**config.mk**
```make
export PLATFORM = sky130hd
export DESIGN_NAME = inst_fetcher
export DESIGN_NICKNAME = d
export VERILOG_FILES = /design/src/rtl/inst_fetcher.sv
export SDC_FILE = /design/constraint.sdc
export NUM_CORES = 1
export LEC_CHECK = 0
export CAP_MARGIN = 40
export CORE_MARGIN = 10
export CORE_UTILIZATION = 63
export CTS_BUF_LIST = sky130_fd_sc_hd__clkbuf_8
export CTS_CLUSTER_SIZE = 40
export DETAILED_ROUTE_END_ITERATION = 7
export PLACE_DENSITY = 0.88
export SYNTH_ARGS = -nofsm -noshare
export SYNTH_HDL_FRONTEND = slang
export SYNTH_SLANG_ARGS = --single-unit
```
**constraint.sdc**
```tcl
create_clock -name clk_in -period 17.45 [get_ports clk_in]
set_clock_uncertainty 0.05 [all_clocks]
set_input_delay 2.6175 -clock clk_in [delete_from_list [all_inputs] [get_ports clk_in]]
set_output_delay 2.6175 -clock clk_in [all_outputs]
set_load 0.02 [all_outputs]
```
**src/rtl/inst_fetcher.sv**
```systemverilog
// Purpose : in-order instruction fetch front end with a small instruction queue feeding the decoder.
// Latency : request accepted in cycle N, response in N+1 is queued at end of N+1, head valid in N+2.
// Backpressure: if_stall holds the queue head; a full queue stops new requests; rdy_in low freezes all state.
//
// Ports:
//   clk_in, rst_in (async, active high), rdy_in (global enable)
//   mem_req_valid/mem_req_ready/mem_req_addr : fetch request channel, one request outstanding at most
//   mem_resp_valid/mem_resp_data             : response for the outstanding request
//   valid/inst_addr/inst                     : queue head presented to the decoder
//   if_stall, if_clear, if_set_addr          : decoder hold, flush and redirect target
// Optional build macro IF_PERF_CNT_EN adds perf_stall_cycles and perf_flush_count outputs.
module inst_fetcher #(
    parameter int          IQ_WIDTH_BIT = 2,
    parameter logic [31:0] RESET_ADDR   = 32'h0000_0000
) (
    input  logic        clk_in,
    input  logic        rst_in,
    input  logic        rdy_in,
    output logic        mem_req_valid,
    output logic [31:0] mem_req_addr,
    input  logic        mem_req_ready,
    input  logic        mem_resp_valid,
    input  logic [31:0] mem_resp_data,
    output logic        valid,
    output logic [31:0] inst_addr,
    output logic [31:0] inst,
    input  logic        if_stall,
    input  logic        if_clear,
    input  logic [31:0] if_set_addr
`ifdef IF_PERF_CNT_EN
    ,
    output logic [31:0] perf_stall_cycles,
    output logic [31:0] perf_flush_count
`endif
);

    localparam int                  DEPTH    = 1 << IQ_WIDTH_BIT;
    localparam logic [IQ_WIDTH_BIT:0] LP_DEPTH = (IQ_WIDTH_BIT + 1)'(DEPTH);

    logic [31:0]             r_fetch_pc;
    logic [31:0]             r_req_pc;
    logic                    r_outstanding;
    logic                    r_drop;
    logic [IQ_WIDTH_BIT-1:0] r_head;
    logic [IQ_WIDTH_BIT-1:0] r_tail;
    logic [IQ_WIDTH_BIT:0]   r_count;
    logic [31:0]             r_q_pc   [DEPTH];
    logic [31:0]             r_q_inst [DEPTH];

    logic w_full;
    logic w_req_fire;
    logic w_resp;
    logic w_push;
    logic w_pop;

    assign w_full = (r_count == LP_DEPTH);

    // Only request when a slot is guaranteed free for the response, so the queue can never overflow.
    assign mem_req_valid = !rst_in && !r_outstanding && !w_full && !if_clear;
    assign mem_req_addr  = r_fetch_pc;

    // Handshakes only count in cycles where the pipeline is enabled.
    assign w_req_fire = rdy_in && mem_req_valid && mem_req_ready;
    assign w_resp     = rdy_in && mem_resp_valid && r_outstanding;
    // A response belonging to a flushed request (drop) or arriving during a flush is discarded.
    assign w_push     = w_resp && !r_drop && !if_clear;

    assign valid     = (r_count != '0) && !if_clear;
    assign w_pop     = rdy_in && valid && !if_stall;
    assign inst_addr = r_q_pc[r_head];
    assign inst      = r_q_inst[r_head];

    always_ff @(posedge clk_in or posedge rst_in) begin
        if (rst_in) begin
            r_fetch_pc    <= RESET_ADDR;
            r_req_pc      <= RESET_ADDR;
            r_outstanding <= 1'b0;
            r_drop        <= 1'b0;
            r_head        <= '0;
            r_tail        <= '0;
            r_count       <= '0;
            for (int i = 0; i < DEPTH; i++) begin
                r_q_pc[i]   <= '0;
                r_q_inst[i] <= '0;
            end
        end else if (rdy_in) begin
            // A request can only fire with nothing outstanding, so fire and response never collide here.
            if (w_req_fire) begin
                r_outstanding <= 1'b1;
                r_req_pc      <= r_fetch_pc;
            end else if (w_resp) begin
                r_outstanding <= 1'b0;
            end

            // drop marks the in-flight request as stale; its response retires it either way.
            if (w_resp) begin
                r_drop <= 1'b0;
            end else if (if_clear && r_outstanding) begin
                r_drop <= 1'b1;
            end

            if (if_clear) begin
                r_fetch_pc <= if_set_addr & ~32'h3;
            end else if (w_req_fire) begin
                r_fetch_pc <= r_fetch_pc + 32'd4;
            end

            if (if_clear) begin
                r_head  <= '0;
                r_tail  <= '0;
                r_count <= '0;
            end else begin
                if (w_push) begin
                    r_q_pc[r_tail]   <= r_req_pc;
                    r_q_inst[r_tail] <= mem_resp_data;
                    r_tail           <= r_tail + 1'b1;
                end
                if (w_pop) begin
                    r_head <= r_head + 1'b1;
                end
                case ({w_push, w_pop})
                    2'b10:   r_count <= r_count + 1'b1;
                    2'b01:   r_count <= r_count - 1'b1;
                    default: r_count <= r_count;
                endcase
            end
        end
    end

`ifdef IF_PERF_CNT_EN
    always_ff @(posedge clk_in or posedge rst_in) begin
        if (rst_in) begin
            perf_stall_cycles <= '0;
            perf_flush_count  <= '0;
        end else if (rdy_in) begin
            if (valid && if_stall) begin
                perf_stall_cycles <= perf_stall_cycles + 32'd1;
            end
            if (if_clear) begin
                perf_flush_count <= perf_flush_count + 32'd1;
            end
        end
    end
`endif

endmodule

```
; ---- Yosys cells after proc, flatten, opt, wreduce, memory -nomap -nowiden
; Cells that the tools add are included.
[totals]
reg_bits = 329
elab_cells = 86
[classes]
add_sub_neg = 5
order_cmp = 3
n_eq_ne = 3
muxes = 22
n_bitwise = 3
reduce_logical = 35
[op_table]
columns = op, count
row1 = $bwmux W128, 2
row2 = $mux W32, 7
row3 = $bmux W32 S2, 2
row4 = $demux W32 S2, 1
row5 = $add A32 B3 Y32 const B, 1
row6 = $logic_and A1 B1 Y1, 14
row7 = $reduce_and A2 Y1, 7
row8 = $reduce_bool A2 Y1, 5
row9 = $mux W2, 4
row10 = $ge A3 B3 Y1 const B, 2
row11 = $logic_not A1 Y1, 6
row12 = $not A2 Y3, 2
row13 = $pmux W3 S2, 1
row14 = $reduce_bool A3 Y1, 2
row15 = $add A2 B1 Y2 const B, 2
row16 = $mux W1, 4
row17 = $add A3 B1 Y3 const B, 1
row18 = $eq A3 B3 Y1 const B, 1
row19 = $lt A3 B1 Y1 const B, 1
row20 = $mux W3, 1
row21 = $reduce_and A3 Y1, 1
row22 = $sub A3 B1 Y3 const B, 1
row23 = $eq A2 B1 Y1 const B, 1
row24 = $eq A2 B2 Y1 const B, 1
row25 = $not A1 Y1, 1

; ---- Logic depth before layout (Yosys ltp)
[logic_depth]
depth_word = 8
depth_mapped = 8
ltp_nobuf = 7

; ---- Least setup slack after synthesis
; OpenSTA, ideal clock, no wires.
[synth_path]
path_type = input-to-output
startpoint = input port if_clear
endpoint = output port mem_req_valid
arrival_time_ps = 3923
required_time_ps = 14783
path_slack_ps = 10860
cell_stages = 4
path_buffers = 3
cell_sequence = clkbuf_1 > clkbuf_1 > clkbuf_1 > nor4_1
[synth_between]
elab_chain_len = 2
[synth_lines]
columns = item, line
row1 = start: declaration, 28  ; input logic if_clear,
row2 = $logic_not A1 Y1, 59  ; assign mem_req_valid = !rst_in && !r_outstanding && !w_full && !if_clear;
row3 = $logic_and A1 B1 Y1, 59
row4 = end: declaration, 19  ; output logic mem_req_valid,
; Every way passes these cells.

; ---- Worst setup path in the final report
; Ends and elaborated chain as after synthesis.

==> results.tsv <==
stage	metric	value	unit
status	status	finished, final reports clean	
power_and_ir_drop	cellLeakagePower	8.04	nW
route	antenna_left	0	
job	cap_violations	0	
timing	setup-tns-final	0	ps
hold_path	hold_path_depth	1	
cells_and_area	fin_util	76.5	%
synth	synth-edff-count	0	
worst_setup_path	max_stage_delay	660	ps
global_routing	grt-ovfl-total	0	
placed_design	globalplace.congestion	0.919	
global_routing	use_met2	37.2	%
worst_setup_path	path_buf_inv	3	
synth	async_reset_ff_share	100	%
floorplanning	dieHeight	171	um
route	drt-total-wl	33.2	mm
synth	yosysWarnings	0	
power_and_ir_drop	ir_drop	0.0805	mV
cells_and_area	fin_area	17200	um^2
timing	fmax	0.144	GHz
timing	worstMarginPinSlew	1100	ps
floorplanning	dieWidth	171	um
cts	htreeDepth	2	
global_routing	grt_pass1_wl	54.1	mm
worst_setup_path	reg2reg_to	r_q_inst[18]	
placed_design	port_buffers	162	
cts	clock_latency	580	ps
global_routing	grt-busiest-layer	met2	
route	drt-initial-drc-count	786	
cts	cts_buffer_depth	3	
cells_and_area	drive_above_1_share	33.5	%
cts	cts_tree	done	
synth	syn-instance-count	1041	
cts	cts.clk_slew.worst_paths	60	ps
worst_setup_path	r2r-start	r_outstanding	
global_routing	grtUsageMet3	6.13	%
hold_path	hold_path_end	r_q_inst[34]	
timing	final.min_clock_period	6940	ps
power_and_ir_drop	cellPowerDensity	132	nW/um^2
worst_setup_path	crit_chain	clkdlybuf4s50_1, buf_4, nor4_1, clkdlybuf4s50_1	
placed_design	place_hpwl	21.1	mm
worst_setup_path	cp_slowest_cell	clkdlybuf4s50_1	
cts	numCtsBuffers	50	
worst_setup_path	critPathKind	in -> out	
worst_setup_path	crit_family	buffers and inverters	
synth	synth.avg_cell_area	13.8	um^2
cts	hold_buffers	0	
synth	synth-seq-cells	317	
worst_setup_path	r2r_slack	14400	ps
worst_setup_path	start_kind	primary input	
cts	postCtsSetupRepairBufs	0	
hold_path	min_path_type	reg -> reg	
route	firstDrtPassIters	5	
timing	max_slew_margin	26.3	%
placed_design	placed_cell_area	16200	um^2
cts	cts_resized	0	
synth	synthDistinctLibCells	55	
timing	hold_viol	0	
hold_path	worstHoldStart	r_q_inst[34]	
worst_setup_path	crit_required	14780	ps
synth	netlist_area	14400	um^2
cells_and_area	nNetsFinal	1276	
global_routing	antenna_found_initial	0	
worst_setup_path	end_kind	primary output	
global_routing	grt.total_usage	23.1	%
worst_setup_path	critical_path_arrival	4270	ps
global_routing	grt_max_degree	205	
cells_and_area	syn_to_final_growth	20.0	%
cells_and_area	diodes	0	
floorplanning	io_pins	169	
timing	period_share	39.8	%
route	vias	9341	
cts	clock-root-buffer	clkbuf_8	
floorplanning	initial_core_util	63.8	%
floorplanning	rows	55	
timing	drv_slew	0	
timing	rsz0062_at_grt	no	
worst_setup_path	cpMostUsedCell	clkdlybuf4s50_1	
floorplanning	core	22500	um^2
synth	ys.flop_type	dfrtp_1	
cts	cts_sinks	317	
timing	holdWs	451	ps
worst_setup_path	worstPathMaxFanout	37	
worst_setup_path	reg2reg_depth	5	
timing	finalSetupViolations	0	
global_routing	grt_pass1_vias	10100	
route	drc_errors	0	
route	post_drt_wl_per_cell	21.9	um
synth	ys_seq_area_share	55.3	%
global_routing	grt_use_met1	30.4	%
floorplanning	dieArea	29200	um^2
route	avgViaCountPerCell	6.15	
[worst max path at each step]
stage | from | to | depth (start not counted)
2_1_floorplan | rst_in | mem_req_addr[10] | 1
3_3_place_gp | if_clear | mem_req_valid | 4
3_5_place_dp | if_clear | mem_req_valid | 4
4_1_cts | if_clear | mem_req_valid | 4
5_1_grt | if_clear | mem_req_valid | 4
6_report | if_clear | mem_req_valid | 4
[per-stage QoR]
step           cells  total power, mW  setup WS (ps)
3_3_place_gp    1428             1.63          10540
4_1_cts         1519             2.29          10500
2_1_floorplan   1044             1.39           6010
6_report        1519             2.27          10510
3_5_place_dp    1432             1.66          10520
5_1_grt         1519             2.38          10440
[cells in the mapped netlist, types with 3 or more instances]
library cell	number	area (um^2)
o22ai_1	21	131
nor2_1	21	78.8
buf_2	31	155
nor2b_1	5	31.3
nor4_1	3	18.8
inv_1	10	37.5
nand3_1	15	75.1
buf_4	4	30.0
and2_1	10	62.6
a22oi_1	5	37.5
nand4_1	15	93.8
mux2i_1	15	150
a21oi_1	27	135
nand2_1	117	439
mux2_2	248	2790
o21ai_0	15	75.1
ha_1	5	62.6
buf_1	3	11.3
and3_1	6	37.5
nor3_1	8	40.0
a21o_1	3	22.5
o211ai_1	3	22.5
clkbuf_1	33	124
mux4_2	62	1400
dfrtp_1	317	7930
[flip-flops by register name (all words and copies together), names as in the netlist]
register,flops
r_q_inst,128
r_req_pc,30
r_q_pc,120
r_count,3
mem_req_addr,30
r_drop,1
r_outstanding,1
r_tail,2
r_head,2
[worst reg2reg max path: stages, from the launching register on]
cell	delay, ps
dfrtp_1	450
nand4b_1	310
nor2_1	400
and2_2	630
buf_4	650
mux2_2	440
[placed cells by master (no fill, tap or decap), types with 3 or more instances in the layout]
| master | synthesis | layout |
|---|---|---|
| nor2_1 | 21 | 21 |
| mux4_2 | 62 | 62 |
| nand3_1 | 15 | 15 |
| nor4_1 | 3 | 3 |
| and2_1 | 10 | 6 |
| nand4_1 | 15 | 15 |
| a22oi_1 | 5 | 5 |
| a21oi_1 | 27 | 27 |
| buf_4 | 4 | 7 |
| conb_1 | 1 | 4 |
| nor3_1 | 8 | 8 |
| ha_1 | 5 | 5 |
| dfrtp_1 | 317 | 315 |
| o22ai_1 | 21 | 21 |
| clkbuf_8 | 0 | 63 |
| clkinv_2 | 0 | 9 |
| inv_1 | 10 | 21 |
| nor2b_1 | 5 | 5 |
| a21o_1 | 3 | 3 |
| o21ai_0 | 15 | 15 |
| and2_4 | 0 | 3 |
| clkdlybuf4s50_1 | 0 | 162 |
| mux2_2 | 248 | 248 |
| nand2_1 | 117 | 117 |
| buf_16 | 0 | 3 |
| mux2i_1 | 15 | 15 |
| o211ai_1 | 3 | 3 |
| and3_1 | 6 | 6 |
[layer usage]
layer	part of all wire [%]	up-vias
li1	-	4130
met1	42	4788
met2	48	368
met3	7.9	55
met4	1.8	0
met5	0	-
[cells by family (layout without fill, tap and decap cells)]
kind of cell               Yosys count  after routing  share of synthesized area, %
muxes                              325            325                          30.2
DFF                                317            317                          55.3
and+or+nand+nor                    218            218                          7.38
AOI/OAI and AO/OA                   91             91                          3.91
buffers and inverters               81            271                          2.49
adders and majority gates            6              6                         0.575
xor gates and xnor gates             2              2                         0.122
other                                1              4                        0.0261
[final cells by class]
| class | instances | area [um^2] |
|---|---|---|
| Inverter | 10 | 45.0 |
| Multi-Input combinational cell | 646 | 6080 |
| Sequential cell | 317 | 7940 |
| Clock buffer | 63 | 867 |
| Tap cell | 285 | 357 |
| Timing Repair Buffer | 174 | 1800 |
| Clock inverter | 24 | 139 |
| Fill cell | 1382 | 5280 |
[power by group]
group | total [mW] | switching, mW | internal (mW) | leakage (nW)
Clock | 0.622 | 0.283 | 0.340 | 0.572
Combinational | 0.626 | 0.286 | 0.340 | 3.20
Sequential | 1.02 | 0.145 | 0.873 | 4.27
No activity file was read; power rests on OpenSTA's default activity.
